==> config.mk <==
export PLATFORM = sky130hd
export DESIGN_NAME = pcileech_ft601_tx_arbiter
export DESIGN_NICKNAME = d
export VERILOG_FILES = /design/src/rtl/pcileech_ft601_pkg.sv /design/src/rtl/pcileech_ft601_tx_arbiter_rr_pick.sv /design/src/rtl/pcileech_ft601_tx_arbiter.sv
export SDC_FILE = /design/constraint.sdc
export NUM_CORES = 1
export LEC_CHECK = 0
export CAP_MARGIN = 5
export CELL_PAD_IN_SITES_DETAIL_PLACEMENT = 0
export CELL_PAD_IN_SITES_GLOBAL_PLACEMENT = 2
export CORE_MARGIN = 2
export CORE_UTILIZATION = 24
export CTS_CLUSTER_SIZE = 12
export DETAILED_ROUTE_END_ITERATION = 10
export GPL_ROUTABILITY_DRIVEN = 0
export GPL_TIMING_DRIVEN = 0
export PLACE_DENSITY = 0.83
export REMOVE_ABC_BUFFERS = 1
export SYNTH_ARGS = -nofsm -noshare
export SYNTH_HDL_FRONTEND = slang
export SYNTH_SLANG_ARGS = --single-unit
==> constraint.sdc <==
create_clock -name clk -period 3.1 [get_ports clk]
set_input_delay 0.465 -clock clk [delete_from_list [all_inputs] [get_ports clk]]
set_output_delay 0.465 -clock clk [all_outputs]
set_load 0.1 [all_outputs]
==> src/rtl/pcileech_ft601_pkg.sv <==
// Shared types and constants for the FT601 TX arbiter.
// Holds the arbiter state encoding, the tag magic and a clog2 helper.
package pcileech_ft601_pkg;

   typedef enum logic [1:0] {
      IDLE = 2'd0,
      TAG  = 2'd1,
      XFER = 2'd2,
      GAP  = 2'd3
   } tx_arb_state_t;

   localparam logic [15:0] TX_TAG_MAGIC = 16'hE0E0;

   function automatic int clog2(input int v);
      int r;
      r = 0;
      for (int i = 0; i < 31; i++) begin
         if ((1 << i) < v) r = i + 1;
      end
      return r;
   endfunction

endpackage

==> src/rtl/pcileech_ft601_tx_arbiter_rr_pick.sv <==
// Combinational round-robin picker: first valid index at or after ptr_i,
// wrapping at N.
module pcileech_rr_pick #(
   parameter int N = 3
) (
   input  logic [N-1:0] valid_i,
   input  logic [2:0]   ptr_i,
   output logic         found_o,
   output logic [2:0]   idx_o
);

   logic [2*N-1:0] dbl;
   logic [N-1:0]   rot;
   logic [3:0]     sum;

   assign dbl = {valid_i, valid_i};
   assign rot = N'(dbl >> ptr_i);

   // Scan from the far end so the nearest valid entry wins.
   always_comb begin
      found_o = 1'b0;
      idx_o   = '0;
      sum     = '0;
      for (int k = N - 1; k >= 0; k--) begin
         if (rot[k]) begin
            sum = {1'b0, ptr_i} + 4'(k);
            if (sum >= 4'(N)) sum = sum - 4'(N);
            found_o = 1'b1;
            idx_o   = sum[2:0];
         end
      end
   end

endmodule

==> src/rtl/pcileech_ft601_tx_arbiter.sv <==
// Burst-granular round-robin arbiter feeding the FT601 TX word port.
// Define PCILEECH_FT_TX_TAG_EN to prefix every grant with a source tag word.
module pcileech_ft601_tx_arbiter
   import pcileech_ft601_pkg::*;
#(
   parameter int NUM_SRC   = 3,
   parameter int MAX_BURST = 256
) (
   input  logic                  clk,
   input  logic                  rst,
   input  logic [32*NUM_SRC-1:0] src_data,
   input  logic [NUM_SRC-1:0]    src_valid,
   input  logic [NUM_SRC-1:0]    src_last,
   output logic [NUM_SRC-1:0]    src_ready,
   input  logic                  ft_req_data,
   output logic [31:0]           ft_dout,
   output logic                  ft_dout_wr,
   output logic [2:0]            grant_id,
   output logic                  busy
);

   localparam int CW = (clog2(MAX_BURST) < 1) ? 1 : clog2(MAX_BURST);
   localparam logic [CW-1:0] CNT_MAX = CW'(MAX_BURST - 1);
   localparam logic [2:0]    LAST_ID = 3'(NUM_SRC - 1);

   tx_arb_state_t state_q;
   logic [2:0]    grant_q;
   logic [2:0]    rr_q;
   logic [CW-1:0] cnt_q;
   logic          busy_q;
   logic          wr_q;
   logic [31:0]   dout_q;

   logic          pick_found;
   logic [2:0]    pick_idx;
   logic [7:0]    valid8;
   logic [7:0]    last8;
   logic [255:0]  data_pad;
   logic [31:0]   cur_data;
   logic          cur_valid;
   logic          cur_last;
   logic          xfer;
   logic          burst_end;

   pcileech_rr_pick #(.N(NUM_SRC)) u_pick (
      .valid_i (src_valid),
      .ptr_i   (rr_q),
      .found_o (pick_found),
      .idx_o   (pick_idx)
   );

   assign valid8    = 8'(src_valid);
   assign last8     = 8'(src_last);
   assign data_pad  = 256'(src_data);
   assign cur_valid = valid8[grant_q];
   assign cur_last  = last8[grant_q];
   assign cur_data  = data_pad[{grant_q, 5'b0} +: 32];

   // A word held during reset is left with its source, never half-taken.
   assign xfer      = (state_q == XFER) && ft_req_data && cur_valid && !rst;
   assign burst_end = cur_last || (cnt_q == CNT_MAX);
   assign src_ready = NUM_SRC'(xfer ? (8'd1 << grant_q) : 8'd0);

   assign ft_dout    = dout_q;
   assign ft_dout_wr = wr_q;
   assign grant_id   = grant_q;
   assign busy       = busy_q;

   always_ff @(posedge clk) begin
      if (rst) begin
         state_q <= IDLE;
         grant_q <= '0;
         rr_q    <= '0;
         cnt_q   <= '0;
         busy_q  <= 1'b0;
         wr_q    <= 1'b0;
         dout_q  <= '0;
      end else begin
         wr_q <= 1'b0;
         unique case (state_q)
            IDLE: begin
               if (pick_found) begin
                  grant_q <= pick_idx;
                  cnt_q   <= '0;
                  busy_q  <= 1'b1;
`ifdef PCILEECH_FT_TX_TAG_EN
                  state_q <= TAG;
`else
                  state_q <= XFER;
`endif
               end
            end
            TAG: begin
               if (ft_req_data) begin
                  wr_q    <= 1'b1;
                  dout_q  <= {TX_TAG_MAGIC, 13'h0, grant_q};
                  state_q <= XFER;
               end
            end
            XFER: begin
               if (xfer) begin
                  wr_q   <= 1'b1;
                  dout_q <= cur_data;
                  if (burst_end) begin
                     state_q <= GAP;
                     busy_q  <= 1'b0;
                  end else begin
                     cnt_q <= cnt_q + CW'(1);
                  end
               end
            end
            GAP: begin
               rr_q    <= (grant_q == LAST_ID) ? 3'd0 : grant_q + 3'd1;
               busy_q  <= 1'b0;
               state_q <= IDLE;
            end
            default: state_q <= IDLE;
         endcase
      end
   end

endmodule

==> results.toml <==
[floorplanning]
io_pins = 145
die_area_sq_mm = 0.0157
die_w_um = 125
dieHeight_um = 125
rows = 44
start_util_pct = 24.4
core_area_sq_mm = 0.0144

[cells_and_area]
fillers = 1504
final_nets = 677
antennaDiodeCount = 0
drive_gt1_share_pct = 7.55
register_area_sq_mm = 0.00101
final_cell_area_sq_mm = 0.00537
multiInputGateArea_sq_mm = 0.00237
area_growth_pct = 52.5
stdcell_count = 740

[critical_path]
crit_slowest_cell = "dfxtp_1"
critPathMaxStageDelay_ns = 0.37
path_buf_inv = 2
critPathLaunchType = "register"
crit_type = "register to output port"
cp_max_fo = 14
path_cells = "inv_1, ha_4, nor3b_4, nand2_2, or2_1, nor3_1, buf_4"
cp.arrival_ns = 2.45
crit_required_ns = 2.63
critPathCaptureType = "output port"
crit_family = "simple AND/OR/NAND/NOR gates"

[routing]
avgRoutedWirePerCell_um = 16.4
viasPerCell = 5.01
num_vias = 3706
antenna_left = 0
drt_pass1_iterations = 5
drt_iter0_markers = 230
postRouteWirelength_mm = 12.1
drcViolationCount = 0

[clock_network]
cts_hold_buf = 0
cts_sinks = 50
cts.path.max_buffers = 2
cts_htree_levels = 2
insertion_delay_ns = 0.29
numCtsBuffers = 5
ctsRootBufferMaster = "clkbuf_16"
clk_pin_slew_worst_paths_ns = 0.07
cts_tree = "built"

[timing]
rsz0062_at_grt = "no"
finalSetupViolations = 0
hold_viol_final = 0
period_minus_slack_ns = 2.91
slew_viol_final = 0
setup_ws_ns = 0.189
finalCritPeriodShare_pct = 93.9
tightest_slew_ns = 1.02
clock_skew_ns = 0.00691
slew_headroom_pct = 31.9
max_freq_mhz = 343
tns_ns = 0

[global_route]
grt_use_total_pct = 14.9
gr-total-overflow = 0
grt_pass1_vias = 3709
antenna_found_initial = 0
grt_first_pass_wirelength_mm = 19.5
grt_max_degree = 42

[synthesis]
syn_area_sq_mm = 0.00352
synth_edf_count = 0
ys_types = 53
ys_ff_latch = 50
ys_async_sr_fraction_pct = 0
avgSynthCellArea_sq_um = 8.19
synth_flop_cell = "dfxtp_1"
yosysWarnings = 0
synthCells = 430
yosysSeqAreaShare_pct = 28.4

[power_and_ir_drop]
p_per_area_mw_per_mm2 = 972
leakage_nw = 1.90
fin_total_pwr_mw = 5.22
ir_worst_vdd_uv = 381

[run_status]
status = "finished clean"

[place]
placed_area_sq_mm = 0.00513
pre_cts_ws_ns = -2.15
io_buffers = 144
hpwl_mm = 8.61
placed_cells = 727

[worst_hold_path]
hold_path_class = "register to register"

[flow_run]
maxCapViolations = 0
Yosys cell counts (all sizes together) (2+ instances only):
cell type  instances  area [sq um]
xnor2              4          35.0
o21a               3          22.5
nand4b             2          17.5
and3               3          18.8
o211a              7          70.1
ha                17           213
nand4              6          37.5
nor2              19          71.3
a311oi             3          26.3
a31oi              2          12.5
mux2i             35           350
a2111oi            4          78.8
clkbuf            24          90.1
o21ai             29           145
or2                3          18.8
nor4bb             3          30.0
nor2b              8          50.1
inv               19          71.3
a211o              2          17.5
a2bb2oi           23           201
a22oi              5          37.5
o2111ai           10          87.6
o32ai              2          17.5
buf               10          47.6
nor3              12          60.1
o311ai             6          52.6
dfxtp             50          1000
a21o               2          15.0
nand2             65           246
a211oi             3          22.5
a21oi             15          75.1
nand3             10          50.1
mux2              10           113
o22ai              3          18.8
final cells by class:
type	count	share of cell area [%]
Clock inverter	2	0.699
Inverter	20	1.40
Sequential cell	50	18.8
Multi-Input combinational cell	328	44.1
Tap cell	184	4.29
Timing Repair Buffer	150	28.4
Clock buffer	6	2.40
per-stage QoR:
step                      hold WS, ns  util, %
after CTS                       0.487     37.1
after global placement          0.459     35.1
final                           0.479     37.2
after detailed placement        0.476     35.6
after global routing            0.500     37.2
after floorplan                 0.448        -
cell families (layout without fill, tap and decap cells):
family	count (synthesis)	count (layout)	share of synthesized area [%]
simple gates	134	136	18.1
compound gates	126	126	27.3
buf+inv	54	178	6.04
flops	50	50	28.4
mux	45	45	13.1
fa+ha+maj	17	17	6.04
xor+xnor	4	4	0.995
path summary, 6_finish.rpt:
check / cells after the start / slack, ns / from / end
setup / recovery: 7 / 0.19 / state_q[0]$_SDFFE_PP0P_ / src_ready[0]
hold / removal: 2 / 0.48 / cnt_q[1]$_SDFFE_PP0P_ / cnt_q[1]$_SDFFE_PP0P_
setup reg to reg: 8 / 0.51 / state_q[0]$_SDFFE_PP0P_ / ft_dout[17]$_SDFFE_PP0P_
hold reg to reg: 2 / 0.48 / cnt_q[1]$_SDFFE_PP0P_ / cnt_q[1]$_SDFFE_PP0P_
flip-flops by register name, summed over array words and instances, names as in the netlist:
register	flops
ft_dout	32
busy	1
ft_dout_wr	1
state_q	2
rr_q	3
cnt_q	8
grant_id	3
worst register-to-register path, stage by stage (launching register included):
cell and delay [ns]:
dfxtp_1 0.37, inv_1 0.17, ha_4 0.29, nor3b_4 0.29, nand2_2 0.13, o21a_1 0.24
nor2_2 0.61, buf_8 0.25, a2bb2oi_1 0.18
where the power goes:
group          switching, mW  internal (mW)  total, mW
clock                  0.248          0.382      0.630
combinational           2.29           1.20       3.49
sequential             0.267          0.838       1.10
total                   2.80           2.42       5.22
layer usage:
| layer | GRT usage [%] | up-vias | wire length, um |
|---|---|---|---|
| met4 | 2.09 | 0 | 91 |
| met5 | 0 | - | 0 |
| li1 | - | 1836 | - |
| met1 | 20.0 | 1744 | 5410 |
| met2 | 25.4 | 120 | 5740 |
| met3 | 3.12 | 6 | 886 |
what timing repair did:
action	in CTS	in global routing
gates cloned	2	0
setup endpoints to repair	47	2
pin swaps	1	0
resized for setup	28	3
buffers inserted	2	1
cells in the final DEF (no fill, tap or decap), types with 2 or more instances in the layout:
| cell type | netlist | routed |
|---|---|---|
| a211o_1 | 2 | 2 |
| mux2i_1 | 35 | 35 |
| nand4_1 | 6 | 6 |
| clkdlybuf4s50_1 | 0 | 140 |
| a311oi_1 | 3 | 3 |
| o2111ai_1 | 10 | 10 |
| a211oi_1 | 3 | 3 |
| nand4b_1 | 2 | 2 |
| xnor2_1 | 4 | 4 |
| o211a_1 | 7 | 7 |
| mux2_2 | 8 | 8 |
| nor2b_1 | 8 | 7 |
| o21a_1 | 3 | 3 |
| mux2_1 | 2 | 2 |
| buf_4 | 0 | 4 |
| o311ai_0 | 5 | 5 |
| o21ai_0 | 27 | 27 |
| a31oi_1 | 2 | 2 |
| ha_1 | 17 | 16 |
| and3_1 | 3 | 3 |
| nor2_1 | 19 | 18 |
| clkbuf_16 | 0 | 5 |
| o22ai_1 | 3 | 3 |
| a22oi_1 | 5 | 4 |
| a2bb2oi_1 | 23 | 23 |
| o32ai_1 | 2 | 2 |
| a21o_1 | 2 | 2 |
| nor3_1 | 12 | 11 |
| inv_1 | 19 | 19 |
| a2111oi_4 | 2 | 2 |
| or2_2 | 2 | 2 |
| dfxtp_1 | 50 | 48 |
| nand2_1 | 64 | 64 |
| nand3_1 | 10 | 10 |
| a21oi_1 | 15 | 15 |
| dfxtp_4 | 0 | 2 |
| nor4bb_1 | 3 | 3 |
Note: power is estimated with default switching activity, not from simulation.
